`src/rtl/lab4_wr_sequencer.sv`:
```
// Write-window sequencer for NUM_LAB LAB4 digitizers: rotates a shared window address and holds triggered windows.
// Optional pre-trigger capture (no FROZEN window) is enabled by defining L4_WR_PRETRIG_EN.
module lab4_wr_sequencer #(
  parameter int unsigned NUM_LAB       = 12,
  parameter int unsigned WR_BITS       = 5,
  parameter int unsigned WINDOW_CLOCKS = 8,
  parameter int unsigned HOLD_DEPTH    = 4,
  parameter int unsigned PRETRIG       = 1
) (
  input  logic                                clk_i,
  input  logic                                rst_i,
  input  logic [NUM_LAB-1:0]                  lab_en_i,
  input  logic                                trig_i,
  input  logic                                release_i,
  output logic [NUM_LAB*WR_BITS-1:0]          wr_addr_o,
  output logic [NUM_LAB-1:0]                  wr_en_o,
  output logic [WR_BITS-1:0]                  held_addr_o,
  output logic [$clog2(HOLD_DEPTH+1)-1:0]     held_count_o,
  output logic                                empty_o,
  output logic                                full_o,
  output logic                                overflow_o
);

  localparam int unsigned RING  = 1 << WR_BITS;
  localparam int unsigned PH_W  = (WINDOW_CLOCKS > 1) ? $clog2(WINDOW_CLOCKS) : 1;
  localparam int unsigned PTR_W = (HOLD_DEPTH > 1) ? $clog2(HOLD_DEPTH) : 1;
  localparam int unsigned CNT_W = $clog2(HOLD_DEPTH + 1);

  if (WINDOW_CLOCKS < 2 || HOLD_DEPTH >= RING || PRETRIG >= RING) begin : g_param_err
    $error("lab4_wr_sequencer: illegal parameter combination");
  end

  typedef enum logic [1:0] {WRITE, SKIP, FROZEN} state_t;

  state_t               state_q;
  logic [WR_BITS-1:0]   cur_q;
  logic [PH_W-1:0]      phase_q;
  logic [RING-1:0]      held_q, held_d;
  logic [WR_BITS-1:0]   fifo_q [HOLD_DEPTH];
  logic [PTR_W-1:0]     head_q, head_d, tail_q, tail_d;
  logic [CNT_W-1:0]     count_q, count_d;
  logic [WR_BITS-1:0]   held_addr_q, held_addr_d;
  logic                 empty_q, full_q, overflow_q;
  logic [NUM_LAB-1:0]   wr_en_q;

  logic [WR_BITS-1:0]   hold_addr, nxt_addr;
  logic                 trig_ok, pop, push, drop_ovf, freeze, tc, nxt_held;

`ifndef L4_WR_PRETRIG_EN
  logic [WR_BITS-1:0]   last_q;
`endif

  function automatic logic [PTR_W-1:0] ptr_inc(input logic [PTR_W-1:0] p);
    return (p == PTR_W'(HOLD_DEPTH - 1)) ? '0 : PTR_W'(p + PTR_W'(1));
  endfunction

  // Trigger/release arbitration and next hold-queue contents
  always_comb begin
`ifdef L4_WR_PRETRIG_EN
    hold_addr = WR_BITS'(cur_q - WR_BITS'(PRETRIG));
    trig_ok   = !held_q[hold_addr];
`else
    hold_addr = (state_q == SKIP) ? last_q : cur_q;
    trig_ok   = (state_q != FROZEN) && !held_q[hold_addr];
`endif
    pop      = release_i && (count_q != '0);
    push     = trig_i && trig_ok && ((count_q != CNT_W'(HOLD_DEPTH)) || pop);
    drop_ovf = trig_i && trig_ok && !push;
`ifdef L4_WR_PRETRIG_EN
    freeze   = 1'b0;
`else
    freeze   = push && (state_q == WRITE);
`endif

    count_d = count_q;
    if (push && !pop)      count_d = CNT_W'(count_q + CNT_W'(1));
    else if (pop && !push) count_d = CNT_W'(count_q - CNT_W'(1));
    head_d = pop  ? ptr_inc(head_q) : head_q;
    tail_d = push ? ptr_inc(tail_q) : tail_q;

    held_d = held_q;
    if (pop)  held_d[fifo_q[head_q]] = 1'b0;
    if (push) held_d[hold_addr]      = 1'b1;

    // New head is the pushed address only when the queue drains to nothing first
    if (count_d == '0)
      held_addr_d = '0;
    else if ((count_q == '0) || (pop && count_q == CNT_W'(1)))
      held_addr_d = hold_addr;
    else
      held_addr_d = fifo_q[head_d];

    tc       = (phase_q == PH_W'(WINDOW_CLOCKS - 1));
    nxt_addr = WR_BITS'(cur_q + WR_BITS'(1));
    nxt_held = held_q[nxt_addr];
  end

  always_ff @(posedge clk_i) begin
    if (rst_i) begin
      state_q     <= WRITE;
      cur_q       <= '0;
      phase_q     <= '0;
      held_q      <= '0;
      head_q      <= '0;
      tail_q      <= '0;
      count_q     <= '0;
      held_addr_q <= '0;
      empty_q     <= 1'b1;
      full_q      <= 1'b0;
      overflow_q  <= 1'b0;
      wr_en_q     <= '0;
      for (int i = 0; i < HOLD_DEPTH; i++) fifo_q[i] <= '0;
`ifndef L4_WR_PRETRIG_EN
      last_q      <= '0;
`endif
    end else begin
      held_q      <= held_d;
      head_q      <= head_d;
      tail_q      <= tail_d;
      count_q     <= count_d;
      held_addr_q <= held_addr_d;
      empty_q     <= (count_d == '0);
      full_q      <= (count_d == CNT_W'(HOLD_DEPTH));
      overflow_q  <= overflow_q | drop_ovf;
      if (push) fifo_q[tail_q] <= hold_addr;
`ifndef L4_WR_PRETRIG_EN
      if (state_q == WRITE) last_q <= cur_q;
`endif

      case (state_q)
        WRITE, FROZEN: begin
          if (tc) begin
            phase_q <= '0;
            cur_q   <= nxt_addr;
            if (nxt_held) begin
              state_q <= SKIP;
              wr_en_q <= '0;
            end else begin
              state_q <= WRITE;
              wr_en_q <= lab_en_i;
            end
          end else begin
            phase_q <= PH_W'(phase_q + PH_W'(1));
            if (freeze) begin
              state_q <= FROZEN;
              wr_en_q <= '0;
            end else if (state_q == WRITE) begin
              wr_en_q <= lab_en_i;
            end else begin
              wr_en_q <= '0;
            end
          end
        end
        SKIP: begin
          cur_q   <= nxt_addr;
          phase_q <= '0;
          if (nxt_held) begin
            wr_en_q <= '0;
          end else begin
            state_q <= WRITE;
            wr_en_q <= lab_en_i;
          end
        end
        default: begin
          state_q <= WRITE;
          wr_en_q <= '0;
        end
      endcase
    end
  end

  assign wr_addr_o    = {NUM_LAB{cur_q}};
  assign wr_en_o      = wr_en_q;
  assign held_addr_o  = held_addr_q;
  assign held_count_o = count_q;
  assign empty_o      = empty_q;
  assign full_o       = full_q;
  assign overflow_o   = overflow_q;

endmodule

```
`config.mk`:
```
export PLATFORM = sky130hd
export DESIGN_NAME = lab4_wr_sequencer
export DESIGN_NICKNAME = d
export VERILOG_FILES = /design/src/rtl/lab4_wr_sequencer.sv
export SDC_FILE = /design/constraint.sdc
export NUM_CORES = 1
export LEC_CHECK = 0
export BUFFER_PORTS_ARGS = -buffer_cell sky130_fd_sc_hd__buf_2
export CAP_MARGIN = 20
export CORE_ASPECT_RATIO = 1.5
export CORE_MARGIN = 1.5
export CORE_UTILIZATION = 49
export DETAILED_ROUTE_END_ITERATION = 16
export PLACE_DENSITY_LB_ADDON = 0.12
export SYNTH_ARGS = -nofsm -noshare
export SYNTH_HDL_FRONTEND = slang
export SYNTH_SLANG_ARGS = --single-unit
```
`constraint.sdc`:
```
create_clock -name clk_i -period 3.4 [get_ports clk_i]
set_clock_uncertainty 0.1 [all_clocks]
set_input_delay 0.68 -clock clk_i [delete_from_list [all_inputs] [get_ports clk_i]]
set_output_delay 0.68 -clock clk_i [all_outputs]
set_load 0.005 [all_outputs]
```
==> Word level (Yosys, flattened, before mapping) <==
Memories as Yosys holds them, arrays and structs flattened. A register that Yosys moved wholly into a read port is not among the register bits.
Cells that the tools add are included.
{ "totals": {"in_bits": 16, "out_inout_bits": 83, "elab_cells": 107, "mem_bits_rw": 20, "mem_count": 1, "regBits": 74} }
{ "memory_table": {"columns": ["name", "depth", "word_bits", "read_ports", "rd_ports_with_merged_regs", "wr", "line_no", "text"], "rows": [
  ["fifo_q", 4, 5, 2, 1, 4, "39", "logic [WR_BITS-1:0] fifo_q [HOLD_DEPTH];"]
]} }
{ "op_classes": {"addsub": 6, "reduce_logical": 26, "n_mux": 40, "n_lt_le_gt_ge": 5, "bitwise": 4, "n_eq_ne": 12} }
{ "op_table": {"columns": ["cell", "n"], "rows": [
  ["2-to-1 mux 32 bit", 2],
  ["2-to-1 mux 12 bit", 4],
  ["bitwise AND 32 bit", 1],
  ["NOT 32 bit", 1],
  ["bitwise OR 32 bit", 1],
  ["one-hot mux 12 bit (2 select lines)", 1],
  ["2-to-1 mux 5 bit", 4],
  ["< comparator 5 x 6 -> 1 bit, second input constant", 3],
  ["2-to-1 mux 2 bit", 8],
  ["logical AND 1 bit", 11],
  ["2-to-1 mux 1 bit", 11],
  ["binary-select mux 1 bit (select 5 bit)", 2],
  ["demux 1 bit (select 5 bit)", 2],
  [">= comparator 5 x 1 -> 1 bit, second input constant", 2],
  ["one-hot mux 5 bit (2 select lines)", 1],
  ["2-to-1 mux 3 bit", 3],
  ["adder 3 x 1 -> 3 bit, second input constant", 2],
  ["== test 2 bit, second input constant", 3],
  ["== test 3 bit, second input constant", 2],
  ["logical NOT 3 bit", 2],
  ["!= test 2 bit, second input constant", 3],
  ["!= test 3 bit, second input constant", 2],
  ["one-hot mux 3 bit (2 select lines)", 1],
  ["adder 5 x 1 -> 5 bit, second input constant", 1],
  ["14 further kinds", 20]
]} }

==> Logic depth before layout (Yosys ltp) <==
{ "depth": {"word_depth": 14, "ltp_mapped": 12, "mapped_depth_nobuf": 10} }

==> Worst setup path after synthesis <==
Ideal clock, no wire load.
{ "synth_path": {"kind": "register to register", "start": "register cur_q[0]", "end": "memory fifo_q[0][0] (enable)", "required_ps": 2924, "t_arrival_ps": 2926, "path_stages_with_launch": 9, "setup_time_ps": 376, "synth_period_minus_slack_ps": 3402, "path_slack_ps": -2, "n_path_buf": 2, "path_cell_list": "dfxtp_1 -> clkbuf_1 -> a21oi_2 -> mux4_2 -> a32oi_1 -> and4_1 -> buf_4 -> nand3_1 -> o31ai_1"} }
{ "synth_lines": {"columns": ["element", "line_no", "text"], "rows": [
  ["start: declaration", "36", "logic [WR_BITS-1:0] cur_q;"],
  ["start signal: assignment", "134", "cur_q <= nxt_addr;"],
  ["start signal: assignment", "155", "cur_q <= nxt_addr;"],
  ["end: declaration", "39", null]
]} }

==> flow_summary.ini <==
[route]
routed_wl_um = 13900
wl_per_cell_um = 18.5
drt_iter0_markers = 269
drc = 0
viasPerCell = 5.78
first_pass_iters = 5
dr_total_vias = 4337
ant_nets = 0

[synthesis]
syn_inst = 557
ys_warn_count = 0
synthAdderAreaFrac = 0.0211
synthSimpleGateAreaFrac = 0.165
synthMuxAreaShare = 0.137
synth-async-reset-ratio = 0
synth_edf_count = 20
synth-seq-area-share = 0.390
synth_nets = 582
synth-compound-area-share = 0.166
synth-xor-area-share = 0.00819
ys_ff_latch = 94
synthDistinctLibCells = 57
synth_ff_type = dfxtp_1
avgSynthCellArea_um2 = 9.59
netlist_area_um2 = 5340
synth_top_family_by_area = compound AO/OA/AOI/OAI gates

[cts]
clock-sinks = 94
cts_tree = done
hold_buffers = 0
numCtsBuffers = 9
cts_buffer_depth = 2
worstSkewPairLatency_ns = 0.34
cts_setup_buffers = 0
root_buffer = clkbuf_16
cts-htree-levels = 3
path_clk_slew_ns = 0.06

[sta]
slew_viol_final = 0
finalCritPeriodShare = 0.956
relSlewSlack = 0.498
tightestPinTransition_ns = 0.747
fin_setup_tns_ns = 0
clock.fmax_mhz = 308
hold_viol = 0
period_needed_ns = 3.25
finalSetupViolations = 0
rsz0062_at_grt = true
hold_slack_ns = 0.378

[power]
p_leak_nw = 2.36
powerDensity_nw_per_um2 = 524
clock_power_share = 0.299
seqPwrFrac = 0.424
pwr-share-comb = 0.277
ir_worst_vdd_uv = 383
cellInternalPower_mw = 2.05
sw_frac_of_total = 0.337
power.switching_mw = 1.04

[layout]
regArea_um2 = 2080
multi_input_area_um2 = 2670
final_cell_area_um2 = 5910
stdcell_count = 750
fillers = 1004
antenna_cells = 0
drive_above_1_share = 0.290
finish.utilization = 0.558
areaGrowthSynthToFinish_pct = 10.6
nNetsFinal = 626

[placed_design]
hpwl_um = 10300
dpl_cell_area_um2 = 5630
numPortBuffers = 98
dp.cells = 734
place_congestion = 0.915

[global_routing]
grt_pass1_wl_um = 22200
grtUsageTotal = 0.257
grt_max_degree = 33
grt_pass1_vias = 4237
overflow = 0
antenna_found_initial = 0

[die]
core_area_um2 = 10600
dieArea_um2 = 11600
rows = 46
initial_core_util = 0.505
die_h_um = 131
die_x_um = 88.3
boundaryPins = 99

[worst_setup_path]
cp.required_ns = 3.29
path_cells = nand2b_2, buf_4, mux2_4, mux4_2, a32oi_1, and4_1, nand3_1, o31ai_2
critical_path.max_stage_delay_ns = 0.45
reg2reg_depth = 8
crit_type = flop to flop
ff2ff_setup_slack_ns = 0.15
startpoint_type = flop
slowest_stage = o31ai_2
r2r_start = state_q[1]
end_kind = flop
crit_fanout = 19
worstPathArrival_ns = 3.14
reg2reg_to = fifo_q[0][1]

[hold_path]
hold_path.class = flop to flop
hold_path.startpoint = overflow_o
worstHoldEndpoint = overflow_o
whs_path_depth = 2

[run]
cap_violations = 0

[status]
status = completed
-- layout by cell type (no fill, tap or decap), types with 2 or more instances in the layout --
cell type	count
mux2i_1	23
buf_4	23
mux4_2	20
clkbuf_16	9
a211oi_1	9
or2_2	2
nand2b_1	6
nand3_1	28
edfxtp_1	20
xnor2_1	4
o21ai_1	2
a211o_1	6
o21ai_2	8
nor2b_1	5
dfxtp_1	74
or3_1	5
mux2_2	3
nand2_1	50
inv_1	13
buf_2	98
ha_1	9
a21oi_1	22
clkinv_2	2
nor4_1	5
o31ai_1	24
a31oi_1	5
o21ai_0	14
o211ai_1	18
nor3_1	21
and2_1	13
nor2_1	23
a2111oi_0	4
nand3b_1	3
nand4_1	3
clkbuf_1	2
nor3b_1	3
-- power groups by stage --
| stage | registers, mW | logic [mW] | clock network [mW] |
|---|---|---|---|
| finish | 1.31 | 0.857 | 0.926 |
| global route | 1.33 | 0.951 | 0.997 |
| CTS | 1.31 | 0.851 | 0.953 |
| detailed placement | 1.34 | 0.845 | 0 |
| global placement | 1.34 | 0.838 | 0 |
| floorplan | 1.29 | 0.637 | 0 |
-- metal layers --
| metal | global-route usage | wire length [um] | vias to the layer above | part of all wire |
|---|---|---|---|---|
| met1 | 0.292 | 5370 | 2075 | 0.39 |
| met2 | 0.466 | 7480 | 149 | 0.54 |
| li1 | - | - | 2093 | - |
| met4 | 0.112 | 320 | 0 | 0.023 |
| met3 | 0.0427 | 674 | 20 | 0.049 |
| met5 | 0 | 0 | - | 0 |
-- per-stage QoR --
| stage | total power [mW] | setup WS, ns |
|---|---|---|
| 2_1_floorplan | 1.93 | 0.0311 |
| 3_3_place_gp | 2.17 | 0.280 |
| 3_5_place_dp | 2.18 | 0.174 |
| 4_1_cts | 3.12 | 0.160 |
| 5_1_grt | 3.27 | -0.00753 |
| 6_report | 3.10 | 0.150 |
-- kinds of logic after synthesis --
group,after synthesis
buf+inv,101
simple gates,174
flops,94
xor+xnor,5
mux,47
fa+ha+maj,9
compound gates,127
-- cells in the mapped netlist (all sizes together) (5+ instances only) --
master	instances	area (um^2)
nor3	21	105
o21ai	24	150
buf	61	458
o31ai	25	188
edfxtp	20	601
nor2b	5	31.3
inv	13	48.8
dfxtp	74	1480
or3	5	31.3
nor4	5	31.3
mux2i	23	230
and2	13	81.3
a211oi	9	67.6
a21oi	24	124
a31oi	5	31.3
nand2b	7	46.3
ha	9	113
nand2	50	188
a211o	6	52.6
clkbuf	27	101
o211ai	19	148
nand3	28	140
mux4	20	450
nor2	23	86.3
-- final cells by class --
class | instances | share of cell area
clock buffer | 11 | 0.0394
clock inverter | 5 | 0.00572
inverter | 13 | 0.00826
multi-input combinational | 362 | 0.452
sequential | 94 | 0.352
tap | 144 | 0.0305
timing repair buffer | 121 | 0.112
-- critical path: cells and delay by family (launching register included) --
family	cells	cell delay, ns
compound gates	2	0.69
simple gates	3	0.77
mux	2	0.73
flops	1	0.34
buf+inv	1	0.26
-- sequential cells by signal, indices dropped and copies added (netlist names), 2 cells and up --
register	cells
held_count_o	3
tail_q	2
last_q	5
cur_q	5
wr_en_o	12
held_addr_o	5
phase_q	3
state_q	2
fifo_q	20
head_q	2
held_q	32
-- how the worst max path moves through the flow --
stage          startpoint           end  slack [ns]
2_1_floorplan    cur_q[0]  fifo_q[1][0]        0.03
3_3_place_gp   state_q[1]  fifo_q[0][4]        0.28
3_5_place_dp   state_q[1]  fifo_q[0][2]        0.17
4_1_cts        state_q[1]  fifo_q[0][1]        0.16
5_1_grt        state_q[1]  fifo_q[0][1]      -0.008
6_report       state_q[1]  fifo_q[0][1]        0.15
-- what timing repair did --
action                     4_1_cts  5_1_grt
setup endpoints to repair        0       18
hold endpoints to repair         0        0
resized for setup                0        2
No activity file was read; power rests on OpenSTA's default activity.
